**config.mk**
```make
export PLATFORM = sky130hd
export DESIGN_NAME = uart_pkt_parser_flat
export DESIGN_NICKNAME = d
export VERILOG_FILES = /design/src/rtl/uart_pkt_parser_pkg.sv /design/src/rtl/uart_pkt_parser_if.sv /design/src/rtl/uart_pkt_parser_gap_timer.sv /design/src/rtl/uart_pkt_parser.sv /design/src/flat_wrapper.sv
export SDC_FILE = /design/constraint.sdc
export NUM_CORES = 1
export LEC_CHECK = 0
export CORE_ASPECT_RATIO = 0.75
export CORE_UTILIZATION = 25
export CTS_BUF_LIST = sky130_fd_sc_hd__clkbuf_4 sky130_fd_sc_hd__clkbuf_8
export CTS_CLUSTER_DIAMETER = 30
export DETAILED_ROUTE_END_ITERATION = 16
export SYNTH_ARGS = -nofsm -noshare
export SYNTH_HDL_FRONTEND = slang
export SYNTH_SLANG_ARGS = --single-unit
```
**constraint.sdc**
```tcl
create_clock -name clk_50M -period 5.8 [get_ports clk_50M]
set_clock_uncertainty 0.05 [all_clocks]
set_input_delay 1.16 -clock clk_50M [delete_from_list [all_inputs] [get_ports clk_50M]]
set_output_delay 1.16 -clock clk_50M [all_outputs]
set_load 0.01 [all_outputs]
```
**src/rtl/uart_pkt_parser_pkg.sv**
```systemverilog
// Shared types and default constants for the UART packet framer.
package uart_pkt_pkg;

    typedef enum logic [1:0] {
        ST_IDLE,
        ST_HDR1,
        ST_PAYLOAD,
        ST_CSUM
    } pkt_state_t;

    localparam logic [7:0]  PKT_HDR0        = 8'h55;
    localparam logic [7:0]  PKT_HDR1        = 8'hAA;
    localparam int unsigned PKT_NUM_BYTES   = 12;
    localparam int unsigned PKT_TIMEOUT_CYC = 50000;
    localparam int unsigned PKT_IDX_W       = $clog2(PKT_NUM_BYTES);

    function automatic logic [7:0] sat_inc(input logic [7:0] v);
        return (v == 8'hFF) ? v : v + 8'd1;
    endfunction

endpackage

```
**src/rtl/uart_pkt_parser_if.sv**
```systemverilog
// Byte-stream input and verified-frame output bundle of the packet framer.
interface uart_pkt_parser_if #(
    parameter int unsigned _NUM_BYTES = uart_pkt_pkg::PKT_NUM_BYTES
);
    logic [7:0]              rx_data;
    logic                    rx_valid;
    logic [_NUM_BYTES*8-1:0] frame_data;
    logic                    frame_valid;
    logic                    csum_err;
    logic                    timeout_err;
    logic                    busy;
    logic [7:0]              frame_cnt;
    logic [7:0]              err_cnt;

    modport master (
        output rx_data, rx_valid,
        input  frame_data, frame_valid, csum_err, timeout_err, busy, frame_cnt, err_cnt
    );

    modport slave (
        input  rx_data, rx_valid,
        output frame_data, frame_valid, csum_err, timeout_err, busy, frame_cnt, err_cnt
    );
endinterface

```
**src/rtl/uart_pkt_parser_gap_timer.sv**
```systemverilog
// Inter-byte gap timer; expired fires so the registered error lands exactly
// _TIMEOUT_CYC cycles after the last strobe, and a coinciding byte suppresses it.
module pkt_gap_timer #(
    parameter int unsigned _TIMEOUT_CYC = uart_pkt_pkg::PKT_TIMEOUT_CYC
) (
    input  logic clk_50M,
    input  logic rst,
    input  logic clear,
    input  logic run,
    output logic expired
);
    localparam int unsigned CW = $clog2(_TIMEOUT_CYC);

    logic [CW-1:0] r_cnt;

    assign expired = run && !clear && (r_cnt == CW'(_TIMEOUT_CYC - 2));

    always_ff @(posedge clk_50M) begin
        if (rst || clear || !run || expired) begin
            r_cnt <= '0;
        end else begin
            r_cnt <= r_cnt + 1'b1;
        end
    end
endmodule

```
**src/rtl/uart_pkt_parser.sv**
```systemverilog
// Header hunt, fixed-length payload capture and additive checksum check;
// only verified frames reach frame_data.
module uart_pkt_parser
    import uart_pkt_pkg::*;
#(
    parameter int unsigned _NUM_BYTES   = PKT_NUM_BYTES,
    parameter logic [7:0]  _HDR0        = PKT_HDR0,
    parameter logic [7:0]  _HDR1        = PKT_HDR1,
    parameter int unsigned _TIMEOUT_CYC = PKT_TIMEOUT_CYC
) (
    input  logic             clk_50M,
    input  logic             rst,
    uart_pkt_parser_if.slave bus
);
    localparam int unsigned IDX_W = $clog2(_NUM_BYTES);

    pkt_state_t              r_state;
    pkt_state_t              w_next;
    logic [IDX_W-1:0]        r_idx;
    logic [7:0]              r_acc;
    logic [_NUM_BYTES*8-1:0] r_shadow;
    logic [_NUM_BYTES*8-1:0] r_frame_data;
    logic                    r_frame_valid;
    logic                    r_csum_err;
    logic                    r_timeout_err;
    logic [7:0]              r_frame_cnt;
    logic [7:0]              r_err_cnt;
    logic                    w_start;
    logic                    w_wr;
    logic                    w_good;
    logic                    w_bad;
    logic                    w_expired;

    pkt_gap_timer #(._TIMEOUT_CYC(_TIMEOUT_CYC)) u_gap_timer (
        .clk_50M (clk_50M),
        .rst     (rst),
        .clear   (bus.rx_valid),
        .run     (r_state != ST_IDLE),
        .expired (w_expired)
    );

    always_comb begin
        w_next  = r_state;
        w_start = 1'b0;
        w_wr    = 1'b0;
        w_good  = 1'b0;
        w_bad   = 1'b0;
        if (w_expired) begin
            w_next = ST_IDLE;
        end else if (bus.rx_valid) begin
            case (r_state)
                ST_IDLE: begin
                    if (bus.rx_data == _HDR0) w_next = ST_HDR1;
                end
                ST_HDR1: begin
                    if (bus.rx_data == _HDR1) begin
                        w_next  = ST_PAYLOAD;
                        w_start = 1'b1;
                    end else if (bus.rx_data != _HDR0) begin
                        w_next = ST_IDLE;
                    end
                end
                ST_PAYLOAD: begin
                    w_wr = 1'b1;
                    if (r_idx == IDX_W'(_NUM_BYTES - 1)) w_next = ST_CSUM;
                end
                ST_CSUM: begin
                    w_next = ST_IDLE;
                    if (bus.rx_data == r_acc) w_good = 1'b1;
                    else                      w_bad  = 1'b1;
                end
                default: w_next = ST_IDLE;
            endcase
        end
    end

    always_ff @(posedge clk_50M) begin
        if (rst) begin
            r_state       <= ST_IDLE;
            r_idx         <= '0;
            r_acc         <= '0;
            r_shadow      <= '0;
            r_frame_data  <= '0;
            r_frame_valid <= 1'b0;
            r_csum_err    <= 1'b0;
            r_timeout_err <= 1'b0;
            r_frame_cnt   <= '0;
            r_err_cnt     <= '0;
        end else begin
            r_state       <= w_next;
            r_frame_valid <= w_good;
            r_csum_err    <= w_bad;
            r_timeout_err <= w_expired;
            if (w_start) begin
                r_idx <= '0;
                r_acc <= '0;
            end
            if (w_wr) begin
                r_shadow[8*int'(r_idx) +: 8] <= bus.rx_data;
                r_acc                        <= r_acc + bus.rx_data;
                r_idx                        <= r_idx + 1'b1;
            end
            if (w_expired) r_shadow <= '0;
            if (w_good) begin
                r_frame_data <= r_shadow;
                r_frame_cnt  <= sat_inc(r_frame_cnt);
            end
            if (w_bad || w_expired) r_err_cnt <= sat_inc(r_err_cnt);
        end
    end

    assign bus.frame_data  = r_frame_data;
    assign bus.frame_valid = r_frame_valid;
    assign bus.csum_err    = r_csum_err;
    assign bus.timeout_err = r_timeout_err;
    assign bus.busy        = (r_state != ST_IDLE);
    assign bus.frame_cnt   = r_frame_cnt;
    assign bus.err_cnt     = r_err_cnt;
endmodule

```
**src/flat_wrapper.sv**
```systemverilog
// flat-port wrapper written by rule: the top's interface ports become plain ports
module uart_pkt_parser_flat import uart_pkt_pkg::*;
#(
    parameter int unsigned _NUM_BYTES   = PKT_NUM_BYTES,
    parameter logic [7:0]  _HDR0        = PKT_HDR0,
    parameter logic [7:0]  _HDR1        = PKT_HDR1,
    parameter int unsigned _TIMEOUT_CYC = PKT_TIMEOUT_CYC
)
  (clk_50M, rst, bus_rx_data, bus_rx_valid, bus_frame_data, bus_frame_valid, bus_csum_err, bus_timeout_err, bus_busy, bus_frame_cnt, bus_err_cnt);
  uart_pkt_parser_if #(._NUM_BYTES(_NUM_BYTES)) bus_i ();
  input  logic clk_50M;
  input  logic rst;
  input wire logic [$bits(bus_i.rx_data)-1:0] bus_rx_data;
  input wire logic [$bits(bus_i.rx_valid)-1:0] bus_rx_valid;
  output wire logic [$bits(bus_i.frame_data)-1:0] bus_frame_data;
  output wire logic [$bits(bus_i.frame_valid)-1:0] bus_frame_valid;
  output wire logic [$bits(bus_i.csum_err)-1:0] bus_csum_err;
  output wire logic [$bits(bus_i.timeout_err)-1:0] bus_timeout_err;
  output wire logic [$bits(bus_i.busy)-1:0] bus_busy;
  output wire logic [$bits(bus_i.frame_cnt)-1:0] bus_frame_cnt;
  output wire logic [$bits(bus_i.err_cnt)-1:0] bus_err_cnt;
  assign bus_i.rx_data = bus_rx_data;
  assign bus_i.rx_valid = bus_rx_valid;
  assign bus_frame_data = bus_i.frame_data;
  assign bus_frame_valid = bus_i.frame_valid;
  assign bus_csum_err = bus_i.csum_err;
  assign bus_timeout_err = bus_i.timeout_err;
  assign bus_busy = bus_i.busy;
  assign bus_frame_cnt = bus_i.frame_cnt;
  assign bus_err_cnt = bus_i.err_cnt;
  uart_pkt_parser #(._NUM_BYTES(_NUM_BYTES), ._HDR0(_HDR0), ._HDR1(_HDR1), ._TIMEOUT_CYC(_TIMEOUT_CYC)) u_core (.clk_50M(clk_50M), .rst(rst), .bus(bus_i));
endmodule
```
# After elaboration in Yosys (flattened, before gate mapping)
# Index checks and enable logic that the tools add are counted.
word_totals:
  latchBits: 0
  rom_bits: 0
  output_inout_bits: 116
  mem_count: 0
  ramBits: 0
  wordCells: 75
  reg_bits: 241
op_classes:
  shift: 2
  n_bitwise: 2
  div_mod_pow: 0
  reduce_logical: 15
  order_cmp: 0
  muxes: 25
  eq_ne: 14
  addsub: 6
  multipliers: 0
op_table:
  columns: ["op", "count"]
  rows:
  - ["96-bit bitwise mux", 1]
  - ["8-bit by 33-bit variable shift with 96-bit output, first input constant", 1]
  - ["8-bit by 33-bit indexed part select with 96-bit output", 1]
  - ["7-bit negator with 33-bit output", 1]
  - ["8-bit equality test, second input constant", 3]
  - ["16-bit by 1-bit adder with 16-bit output, second input constant", 1]
  - ["8-bit by 1-bit adder with 8-bit output, second input constant", 2]
  - ["16-bit equality test, second input constant", 1]
  - ["8-bit two-way mux", 2]
  - ["1-bit two-way mux", 15]
  - ["8-bit adder", 1]
  - ["8-bit by 7-bit equality test with 1-bit output, second input constant", 1]
  - ["8-bit equality test", 1]
  - ["2-bit two-way mux", 4]
  - ["4-bit two-way mux", 2]
  - ["8-bit by 7-bit != test with 1-bit output, second input constant", 1]
  - ["2-bit one-hot mux with 4 select lines", 1]
  - ["4-bit by 1-bit adder with 4-bit output, second input constant", 1]
  - ["2-bit equality test, second input constant", 2]
  - ["4-bit equality test, second input constant", 1]
  - ["1-bit logical OR", 4]
  - ["2-bit by 1-bit != test with 1-bit output, second input constant", 2]
  - ["2-bit AND reduction", 2]
  - ["4-bit AND reduction", 1]
  - ["other kinds (8)", 12]

# Longest topological paths before layout
logic_depth:
  depth_word: 7
  mapped_depth: 9
  depth_no_buf: 7

# By module
# Synthesis repeated with hierarchy kept, for this count alone.
hier_totals:
  hier_cells: 1147
  area_unflattened_um2: 9698.1
by_module_without_submodules:
  columns: ["module", "cells_per_inst", "instances", "seq_area_each_um2", "area_per_inst_um2"]
  rows:
  - ["uart_pkt_parser", 1061, 1, 4504.3, 8947.3]
  - ["pkt_gap_timer", 86, 1, 320.3, 750.7]

# Worst setup path before layout
# No wires, ideal clock.
synth_timing:
  kind: "input port to flip-flop"
  start: "in bus_rx_data[2]"
  end: "reg u_core.r_frame_cnt[3], in the netlist u_core.bus.frame_cnt[3]"
  stages: 7
  slack_ps: 2982
  setup_ps: 128
  required_ps: 5622
  path_buffers: 1
  arrival_time_ps: 2640
  cell_sequence: "ha_1 > nor4_4 > nand4_2 > buf_2 > nor3_1 > xnor2_1 > nor2_1"
synth_via:
  elab_chain_len: 6
synth_rtl:
  columns: ["element", "line", "text"]
  rows:
  - ["start, declared", "flat_wrapper.sv:13", "input wire logic [$bits(bus_i.rx_data)-1:0] bus_rx_data;"]
  - ["8-bit equality test", "uart_pkt_parser.sv:69", "if (bus.rx_data == r_acc) w_good = 1'b1;"]
  - ["1-bit two-way mux", "uart_pkt_parser.sv:69", null]
  - ["1-bit two-way mux", "uart_pkt_parser.sv:51", "case (r_state)"]
  - ["1-bit two-way mux", "uart_pkt_parser.sv:50", "end else if (bus.rx_valid) begin"]
  - ["1-bit two-way mux", "uart_pkt_parser.sv:48", "if (w_expired) begin"]
  - ["2-bit AND reduction (no source line)", null, null]
  - ["end signal, assigned", "uart_pkt_parser.sv:106", "r_frame_cnt <= sat_inc(r_frame_cnt);"]
  - ["end, declared", "uart_pkt_parser.sv:26", "logic [7:0] r_frame_cnt;"]
# No other way between the ends.
# A chain may end at the register's enable or synchronous reset.

# Final worst setup path
layout_timing:
  start: "in bus_rx_data[5]"
  end: "reg u_core.r_frame_data[0], in the netlist u_core.bus.frame_data[0]"
layout_via:
  elab_chain_len: 5
layout_rtl:
  columns: ["element", "line", "text"]
  rows:
  - ["8-bit equality test", "uart_pkt_parser.sv:69", null]
  - ["1-bit two-way mux", "uart_pkt_parser.sv:69", null]
  - ["1-bit two-way mux", "uart_pkt_parser.sv:51", null]
  - ["1-bit two-way mux", "uart_pkt_parser.sv:50", null]
  - ["1-bit two-way mux", "uart_pkt_parser.sv:48", null]
  - ["end signal, assigned", "uart_pkt_parser.sv:105", "r_frame_data <= r_shadow;"]
  - ["end, declared", "uart_pkt_parser.sv:22", "logic [_NUM_BYTES*8-1:0] r_frame_data;"]
# No other way between the ends.

==> impl_metrics.yaml <==
timing:
  fmax_mhz: 273
  fin_ws_ps: 2140
  setup_viol: 0
  tightest_slew_ps: 1200
  period_needed_ps: 3660
  slew_violations: 0
  finalSetupTns_ps: 0
  slew_headroom: 0.199
  hold_viol: 0
  fin_crit_sh: 0.632
  rsz0062_at_grt: "false"
detailed_routing:
  route.detailed.drc: 0
  drtIter0Drc: 546
  drtPass1Iterations: 4
  drtAntennaViolNets: 0
  vias: 8058
  wl_per_cell_um: 15.3
  routed_via_density: 4.53
  wirelength_mm: 27.3
setup_path:
  reg2reg_slack_ps: 2140
  critPathRequiredTime_ps: 6180
  startpoint_type: "input pin"
  end_kind: "flop"
  rr_endpoint: "u_core.r_shadow[21]$_SDFFE_PP0P_"
  r2r_start: "u_core.r_idx[0]$_SDFFE_PP0P_"
  worstSetupPathType: "in -> reg"
  reg2reg_depth: 7
  cp_max_fo: 85
  arrival_ps: 4050
place:
  portBuffers: 126
  gp_congestion: 0.761
  hpwl_mm: 17.3
  dp_cells: 1676
  dpl_worst_slack_ps: 1580
flow_run:
  max_cap_viol_count: 0
synthesis:
  ys_seq_elements: 241
  synth-async-reset-ratio: 0
  yosysWarnings: 0
  ys.flop_type: "dfxtp_1"
  syn_inst: 1110
  ys_types: 62
  synth_edf_count: 0
  synth.avg_cell_area_sq_um: 8.65
  synth_fp_nets: 1136
  seq_area_frac_synth: 0.503
  netlist_area_sq_mm: 0.00960
cells_and_area:
  final_cell_mix: "243 x nand2_1, 241 x dfxtp_1, 145 x a21oi_1"
  nets: 1254
  final_util: 0.339
  fin_cells: 1778
  fillers: 3895
  layout_commonest_cell: "nand2_1"
  layout-drive-gt1-share: 0.109
  num_antenna_cells: 0
  synthToLayoutAreaGrowth_pct: 31.9
power:
  powerDensity_mw_per_mm2: 324
  peakVddDrop_mv: 0.139
  leakage_nw: 4.44
clock_network:
  cts_tree: "done"
  cts_hold_buf: 0
  ctsRootBufferMaster: "clkbuf_8"
  clk_pin_slew_ps: 60
  post-cts-setup-buffers: 0
  cts_buffer_depth: 3
  htree_levels: 2
  cts_buffers: 54
  clock_sinks: 241
  clk_latency_ps: 580
  cts_resized: 0
grt:
  grt_pass1_wl_mm: 43.0
  grt_max_degree: 100
  grt_use_total: 0.139
  antenna_found_initial: 0
  grt_pass1_vias: 7816
  grt_overflow: 0
run_status:
  status: "completed"
die:
  fp.dieH_um: 172
  placementRows: 61
  die-area_sq_mm: 0.0392
  initial_core_util: 0.257
  fp.coreArea_sq_mm: 0.0374
  die_x_um: 228
  boundaryPins: 127
worst_hold_path:
  min_from: "u_core.r_shadow[6]$_SDFFE_PP0P_"
  holdPathStages: 2
  hold_path_class: "reg -> reg"
  min_to: "u_core.bus.frame_data[6]$_SDFFE_PP0P_"
final cells by class:
class	instances	area, sq um	share of cell area
timing repair buffer	138	1360	0.108
multi-input combinational	782	4410	0.348
inverter	11	41.3	0.00326
sequential	241	4820	0.381
tap	504	631	0.0498
clock buffer	75	1010	0.0801
clock inverter	27	380	0.0300
flip-flops by register name, indices dropped and copies added, names as in the netlist, named ones only:
| register | flops |
|---|---|
| u_core.r_idx | 4 |
| u_core.r_acc | 8 |
| u_core.bus.timeout_err | 1 |
| u_core.bus.err_cnt | 8 |
| u_core.r_shadow | 96 |
| u_core.bus.csum_err | 1 |
| u_core.u_gap_timer.r_cnt | 16 |
| u_core.bus.frame_cnt | 8 |
| u_core.bus.frame_valid | 1 |
| u_core.bus.frame_data | 96 |
| u_core.r_state | 1 |
how the worst max path moves through the flow:
| stage | from | endpoint | slack [ps] | cells after the start |
|---|---|---|---|---|
| 2_1_floorplan | bus_rx_data[2] | u_core.bus.frame_cnt[3]$_SDFFE_PP0P_ | 2980 | 7 |
| 3_3_place_gp | bus_rx_data[3] | u_core.bus.frame_data[70]$_SDFFE_PP0P_ | 1660 | 8 |
| 3_5_place_dp | bus_rx_data[3] | u_core.bus.frame_data[7]$_SDFFE_PP0P_ | 1580 | 8 |
| 4_1_cts | u_core.r_idx[0]$_SDFFE_PP0P_ | u_core.r_shadow[21]$_SDFFE_PP0P_ | 2160 | 7 |
| 5_1_grt | u_core.r_idx[0]$_SDFFE_PP0P_ | u_core.r_shadow[21]$_SDFFE_PP0P_ | 1840 | 7 |
| 6_report | bus_rx_data[5] | u_core.bus.frame_data[0]$_SDFFE_PP0P_ | 2140 | 8 |
cells in the mapped netlist, drive strengths merged, types with 3 or more instances:
cell type,n,area share
o21ai,8,0.0042
and2,9,0.0059
or3,4,0.0026
nand3,49,0.026
nor4b,3,0.0034
xor2,8,0.0081
nor4,9,0.011
o31ai,5,0.0039
buf,35,0.020
nand3b,3,0.0037
nand4bb,4,0.0047
clkbuf,41,0.016
mux2i,62,0.065
nor3,8,0.0042
and3,8,0.0052
or4,7,0.0055
ha,14,0.018
dfxtp,241,0.50
inv,11,0.0043
or2,3,0.0020
o211ai,3,0.0029
nand4,9,0.0078
a22oi,6,0.0047
nand2,244,0.095
a21oi,145,0.076
xnor2,19,0.017
nor2b,4,0.0026
nor2,118,0.048
and4,3,0.0027
worst max-delay path, stage by stage:
cell             delay, ps
clkdlybuf4s50_1        470
buf_4                  240
ha_1                   320
nor3_1                 520
nand4_4                410
buf_4                  480
nand2_1                200
a21oi_1                 90
metal layers:
| layer | GRT usage | up-vias | part of all wire |
|---|---|---|---|
| met4 | 0.0438 | 0 | 0.015 |
| met2 | 0.217 | 168 | 0.43 |
| met3 | 0.0305 | 41 | 0.050 |
| li1 | - | 3999 | - |
| met5 | 0 | - | 0 |
| met1 | 0.189 | 3850 | 0.50 |
power by group:
group	total (mW)	leakage, nW	internal, mW	switching (mW)
clock network	2.37	0.711	1.54	0.829
registers	1.66	1.94	1.66	0.00114
logic	0.0788	1.79	0.0185	0.0603
total	4.11	4.44	3.22	0.890
cell families after synthesis:
group / after synthesis / synth area share
adder cells (fa/ha/maj): 15 / 0.0203
XOR/XNOR: 27 / 0.0254
buffers and inverters: 87 / 0.0405
flip-flops: 241 / 0.503
multiplexers: 62 / 0.0647
AND/OR/NAND/NOR: 495 / 0.240
AO/OA/AOI/OAI: 183 / 0.106
per-stage QoR:
| step | area (sq um) | total power [mW] | hold slack, ps |
|---|---|---|---|
| 3_5_place_dp | 11300 | 1.77 | 395 |
| 2_1_floorplan | 9600 | 1.74 | 375 |
| 5_1_grt | 12700 | 4.25 | 416 |
| 4_1_cts | 12700 | 4.17 | 403 |
| 3_3_place_gp | 11300 | 1.77 | 383 |
| 6_report | 12700 | 4.11 | 394 |
(Power assumes the default switching activity.)
